## src/rtl/arm_pkg.sv

```systemverilog
// Shared definitions for the instruction-fetch front end.
//   ADDR_W_DEF / INSTR_W_DEF : default address and instruction widths
//   fetch_state_e            : fetch handshake state (IDLE, WAIT, DROP)
//   fetch_entry_t            : prefetch queue entry at the default widths
package arm_pkg;

  localparam int unsigned ADDR_W_DEF  = 32;
  localparam int unsigned INSTR_W_DEF = 32;

  typedef enum logic [1:0] {
    IDLE = 2'd0,
    WAIT = 2'd1,
    DROP = 2'd2
  } fetch_state_e;

  typedef struct packed {
    logic [ADDR_W_DEF-1:0]  pc;
    logic [INSTR_W_DEF-1:0] instr;
  } fetch_entry_t;

endpackage

```

## src/rtl/if_fetch_fifo.sv

```systemverilog
// Synchronous prefetch queue.
//   clk, rst     : clock, synchronous active-high reset (control state only)
//   push, wdata  : write one entry (ignored when full)
//   pop          : remove head entry (ignored when empty)
//   flush        : empty the queue; wins over push and pop
//   rdata        : head entry (meaningful only when count != 0)
//   count        : number of valid entries, 0..DEPTH
module if_fetch_fifo #(
  parameter int unsigned W     = 64,
  parameter int unsigned DEPTH = 4,
  localparam int unsigned PW   = $clog2(DEPTH),
  localparam int unsigned CW   = $clog2(DEPTH + 1)
) (
  input  logic          clk,
  input  logic          rst,
  input  logic          push,
  input  logic          pop,
  input  logic          flush,
  input  logic [W-1:0]  wdata,
  output logic [W-1:0]  rdata,
  output logic [CW-1:0] count
);

  logic [W-1:0]  mem_q [DEPTH];
  logic [PW-1:0] wr_ptr_q, wr_ptr_d;
  logic [PW-1:0] rd_ptr_q, rd_ptr_d;
  logic [CW-1:0] count_q, count_d;
  logic          do_push, do_pop;

  always_comb begin
    do_push  = push && (count_q != CW'(DEPTH));
    do_pop   = pop && (count_q != '0);
    wr_ptr_d = wr_ptr_q;
    rd_ptr_d = rd_ptr_q;
    count_d  = count_q;
    if (flush) begin
      wr_ptr_d = '0;
      rd_ptr_d = '0;
      count_d  = '0;
    end else begin
      // DEPTH is a power of two, so the pointers wrap naturally.
      if (do_push) wr_ptr_d = wr_ptr_q + PW'(1);
      if (do_pop)  rd_ptr_d = rd_ptr_q + PW'(1);
      count_d = count_q + CW'(do_push) - CW'(do_pop);
    end
  end

  always_ff @(posedge clk) begin
    if (rst) begin
      wr_ptr_q <= '0;
      rd_ptr_q <= '0;
      count_q  <= '0;
    end else begin
      wr_ptr_q <= wr_ptr_d;
      rd_ptr_q <= rd_ptr_d;
      count_q  <= count_d;
    end
  end

  // Storage carries no reset; validity is tracked by count_q alone.
  always_ff @(posedge clk) begin
    if (do_push && !flush) mem_q[wr_ptr_q] <= wdata;
  end

  assign rdata = mem_q[rd_ptr_q];
  assign count = count_q;

endmodule

```

## src/rtl/if_prefetch_stage.sv

```systemverilog
// Instruction-fetch stage with a prefetch queue in front of ID.
//   clk, rst                 : clock, synchronous active-high reset
//   freeze                   : ID stall, holds the head entry
//   Branch_taken, BranchAddr : redirect from EXE; flushes queue and fetch
//   imem_req/addr/gnt        : request handshake, one request outstanding
//   imem_rvalid/rdata        : read response, at least one cycle after gnt
//   Instr_valid, PC, Instruction : head entry to ID (PC = addr + PC_STEP),
//                              PC/Instruction forced to 0 when not valid
module if_prefetch_stage
  import arm_pkg::*;
#(
  parameter int unsigned ADDR_W   = ADDR_W_DEF,
  parameter int unsigned INSTR_W  = INSTR_W_DEF,
  parameter int unsigned DEPTH    = 4,
  parameter int unsigned PC_STEP  = 1,
  parameter logic [ADDR_W-1:0] RESET_PC = '0
) (
  input  logic               clk,
  input  logic               rst,
  input  logic               freeze,
  input  logic               Branch_taken,
  input  logic [ADDR_W-1:0]  BranchAddr,
  output logic               imem_req,
  output logic [ADDR_W-1:0]  imem_addr,
  input  logic               imem_gnt,
  input  logic               imem_rvalid,
  input  logic [INSTR_W-1:0] imem_rdata,
  output logic               Instr_valid,
  output logic [ADDR_W-1:0]  PC,
  output logic [INSTR_W-1:0] Instruction
);

  localparam int unsigned CW = $clog2(DEPTH + 1);
  localparam int unsigned EW = ADDR_W + INSTR_W;

  fetch_state_e      state_q, state_d;
  logic [ADDR_W-1:0] fetch_pc_q, fetch_pc_d;
  logic [ADDR_W-1:0] next_pc;
  logic              push, pop, flush, not_full;
  logic [CW-1:0]     count;
  logic [EW-1:0]     head;

  assign next_pc  = fetch_pc_q + ADDR_W'(PC_STEP);
  assign not_full = count < CW'(DEPTH);

  always_comb begin
    state_d    = state_q;
    fetch_pc_d = fetch_pc_q;
    imem_req   = 1'b0;
    push       = 1'b0;
    unique case (state_q)
      IDLE: begin
        // Masking with Branch_taken guarantees gnt never coincides with a redirect.
        imem_req = ~rst & not_full & ~Branch_taken;
        if (imem_req && imem_gnt) state_d = WAIT;
      end
      WAIT: begin
        if (imem_rvalid) begin
          push       = ~Branch_taken;
          fetch_pc_d = next_pc;
          state_d    = IDLE;
        end
      end
      DROP: begin
        // Response of a killed request: swallow it.
        if (imem_rvalid) state_d = IDLE;
      end
      default: state_d = IDLE;
    endcase
    if (Branch_taken) begin
      fetch_pc_d = BranchAddr;
      if (state_q == WAIT && !imem_rvalid) state_d = DROP;
    end
  end

  always_ff @(posedge clk) begin
    if (rst) begin
      state_q    <= IDLE;
      fetch_pc_q <= RESET_PC;
    end else begin
      state_q    <= state_d;
      fetch_pc_q <= fetch_pc_d;
    end
  end

  assign flush = Branch_taken;
  assign pop   = Instr_valid & ~freeze;

  if_fetch_fifo #(
    .W     (EW),
    .DEPTH (DEPTH)
  ) u_fifo (
    .clk   (clk),
    .rst   (rst),
    .push  (push),
    .pop   (pop),
    .flush (flush),
    .wdata ({next_pc, imem_rdata}),
    .rdata (head),
    .count (count)
  );

  assign imem_addr   = fetch_pc_q;
  assign Instr_valid = (count != '0);
  assign PC          = Instr_valid ? head[EW-1:INSTR_W] : '0;
  assign Instruction = Instr_valid ? head[INSTR_W-1:0] : '0;

endmodule
```

## config.mk

```make
export PLATFORM = sky130hd
export DESIGN_NAME = if_prefetch_stage
export DESIGN_NICKNAME = d
export VERILOG_FILES = /design/src/rtl/arm_pkg.sv /design/src/rtl/if_fetch_fifo.sv /design/src/rtl/if_prefetch_stage.sv
export SDC_FILE = /design/constraint.sdc
export NUM_CORES = 1
export LEC_CHECK = 0
export ABC_AREA = 1
export ABC_CLOCK_PERIOD_IN_PS = 7680
export CORE_UTILIZATION = 47
export DETAILED_ROUTE_END_ITERATION = 10
export PLACE_DENSITY = 0.7
export SLEW_MARGIN = 5
export SYNTH_ARGS = -nofsm -noshare
export SYNTH_HDL_FRONTEND = slang
export SYNTH_SLANG_ARGS = --single-unit
```

## constraint.sdc

```tcl
create_clock -name clk -period 7.68 [get_ports clk]
set_clock_uncertainty 0.05 [all_clocks]
set_input_delay 1.536 -clock clk [delete_from_list [all_inputs] [get_ports clk]]
set_output_delay 1.536 -clock clk [all_outputs]
set_load 0.05 [all_outputs]
```

==> impl_metrics.ini <==
[worst_setup_path]
path_delay_family = buffers and inverters
startpoint_type = register
path_buf_inv = 4
critPathSlowestCell = clkdlybuf4s50_1
worst_ep_required_time_ps = 6090
cp_cell_sequence = buf_4, inv_2, buf_4, nor2_1, o21ai_0, a21oi_1, clkdlybuf4s50_1
cp-end-kind = output pin
worstPathMaxFanout = 65
slowest_delay_ps = 860
crit_top_cell = buf_4
r2r-start = state_q[0]
critical_path_class = register to output pin
arrival_ps = 3860

[cells_and_area]
layout_common_cells = 299 x nor2_1, 256 x edfxtp_1, 167 x clkdlybuf4s50_1
layout.cells.most_common = nor2_1
final_cell_area_um2 = 15740
fill_cells = 2236
utilization = 0.5858
synthToLayoutAreaGrowth_pct = 22.94
instances_no_fill = 1737
num_antenna_cells = 0
final_nets = 1454
drive_gt1_frac = 0.06447

[run]
drv_cap = 0

[clock_tree]
ctsHoldBuffers = 0
ctsResizeCount = 0
clock_latency_ps = 540
cts_root_buffer = clkbuf_16
clk_pin_slew_worst_paths_ps = 60
cts_buffers = 30
h-tree-depth = 1
cts_tree = done
cts.sinks = 299
post_cts_buffers = 0
cts_max_path_buffers = 3

[sta]
hold_violations = 0
slew-limit-headroom = 0.3065
hold_slack_ps = 411.3
post-route-min-period_ps = 5442
drv_slew = 0
finalSetupViolCount = 0
fmax_mhz = 183.8
timing.final.crit_share = 0.7085
finalSetupTns_ps = 0
tightestPinTransition_ps = 1038
rsz0062_at_grt = no

[power_and_ir_drop]
combPwrFrac = 0.069
powerDensity_nw_per_um2 = 219.1
pwr-share-clk = 0.411
p_leak_nw = 5.483
vdd_ir_drop_max_uv = 150.1
seqPwrFrac = 0.520
switching_power_w = 0.0007539
sw_frac_of_total = 0.2186
intPower_w = 0.002695

[global_routing]
gr-total-overflow = 0
grt_pass1_wl_um = 46550
grt_max_degree = 94
grt.total_usage = 0.2118
grt_pass1_vias = 8993
antenna_found_initial = 0

[run_status]
outcome = complete, no violations

[place]
dp_hpwl_um = 17460
placed_cell_area_um2 = 14790
dp.cells = 1682
portBuffers = 167
place_congestion = 0.8574

[detailed_routing]
vias_per_cell = 5.244
wl_per_cell_um = 16.97
finalWirelength_um = 29480
dr.first_iter.drc_count = 746
drc = 0
vias = 9108
ant_nets = 0
first_pass_iters = 5

[yosys]
synthCells = 1222
ys_types = 33
ys_seq_area_frac = 0.6676
yosys_warnings = 0
synthesis.nets = 1303
syn-cell-area_um2 = 12800
synth_area_per_cell_um2 = 10.48
synth-seq-cells = 299

[die]
dieArea_um2 = 27910
start_util = 0.4764
ioPinCount = 168
die-height_um = 167.1
placementRows = 60
coreArea_um2 = 26880
chipWidth_um = 167.1

[min_path]
hold_path.startpoint = u_fifo.rd_ptr_q[1]
hold_class = register to register
-- metal layers --
| metal | vias up | GRT usage | part of all wire |
|---|---|---|---|
| met5 | - | 0 | 0 |
| met4 | 0 | 0.05395 | 0.018 |
| met3 | 41 | 0.02662 | 0.064 |
| met2 | 334 | 0.3582 | 0.47 |
| met1 | 4291 | 0.2900 | 0.45 |
| li1 | 4442 | - | - |
-- area by class of cell --
type	count	area, um2	share of cell area
timing repair buffer	180	1769	0.1124
tap	341	426.7	0.02710
multi-input combinational	789	3766	0.2392
clock buffer	39	805.8	0.05118
clock inverter	16	146.4	0.009299
sequential	299	8553	0.5433
inverter	73	275.3	0.01749
-- worst reg2reg max path, stage by stage (launching register included) --
cell,delay [ps]
dfxtp_1,380
ha_1,190
nand2_1,90
nor2_2,100
nand2_1,310
nor2_4,910
buf_4,620
-- path summary, 6_finish.rpt --
| path | to | slack [ps] | depth (start not counted) |
|---|---|---|---|
| max | PC[27] | 2240 | 7 |
| min | register | 410 | 2 |
| max reg2reg | u_fifo.mem_q[0][13] | 4660 | 6 |
| min reg2reg | register | 410 | 2 |
-- stage by stage --
stage	setup slack (ps)	total power [W]
after floorplan	2361	0.001957
after global placement	2411	0.002062
after detailed placement	2372	0.002065
after CTS	2162	0.003467
after global routing	1991	0.003546
final	2238	0.003449
-- cell families (layout without fill, tap and decap cells) --
| group | count (synthesis) | after routing | synth area share |
|---|---|---|---|
| flip-flops | 299 | 299 | 0.6676 |
| AND/OR/NAND/NOR | 502 | 502 | 0.1596 |
| adder cells (fa/ha/maj) | 11 | 11 | 0.01133 |
| AO/OA/AOI/OAI | 260 | 260 | 0.1052 |
| buffers and inverters | 134 | 308 | 0.04124 |
| XOR/XNOR | 16 | 16 | 0.01505 |
-- cell usage after synthesis, drive strengths merged --
master / number / area (um2)
fa: 1 / 20.02
ha: 10 / 125.1
nand3b: 2 / 15.01
clkbuf: 32 / 120.1
inv: 73 / 274.0
nor3: 2 / 10.01
xnor2: 5 / 43.79
xor2: 11 / 148.9
edfxtp: 256 / 7687
a221oi: 1 / 8.760
nand2: 161 / 639.4
nor2: 315 / 1264
a31oi: 8 / 50.05
dfxtp: 43 / 860.8
or2: 1 / 6.260
buf: 29 / 133.9
and2: 3 / 18.77
a21oi: 94 / 474.2
a22o: 7 / 61.31
a22oi: 1 / 7.510
o21ai: 149 / 745.7
nand3: 18 / 90.09
-- flip-flops by register name, indices dropped and copies added (netlist names), named ones only --
name             count
u_fifo.count         3
state_q              2
imem_addr           32
u_fifo.rd_ptr_q      2
u_fifo.wr_ptr_q      2
u_fifo.mem_q       256
-- power by group through the flow --
| stage | Combinational, W | Sequential, W | Clock, W |
|---|---|---|---|
| floorplan | 0.0000997 | 0.00186 | 0 |
| global placement | 0.000234 | 0.00183 | 0 |
| detailed placement | 0.000237 | 0.00183 | 0 |
| CTS | 0.000238 | 0.00179 | 0.00144 |
| global route | 0.000254 | 0.00180 | 0.00150 |
| finish | 0.000238 | 0.00179 | 0.00142 |
Power figures use the tool's default switching activity.
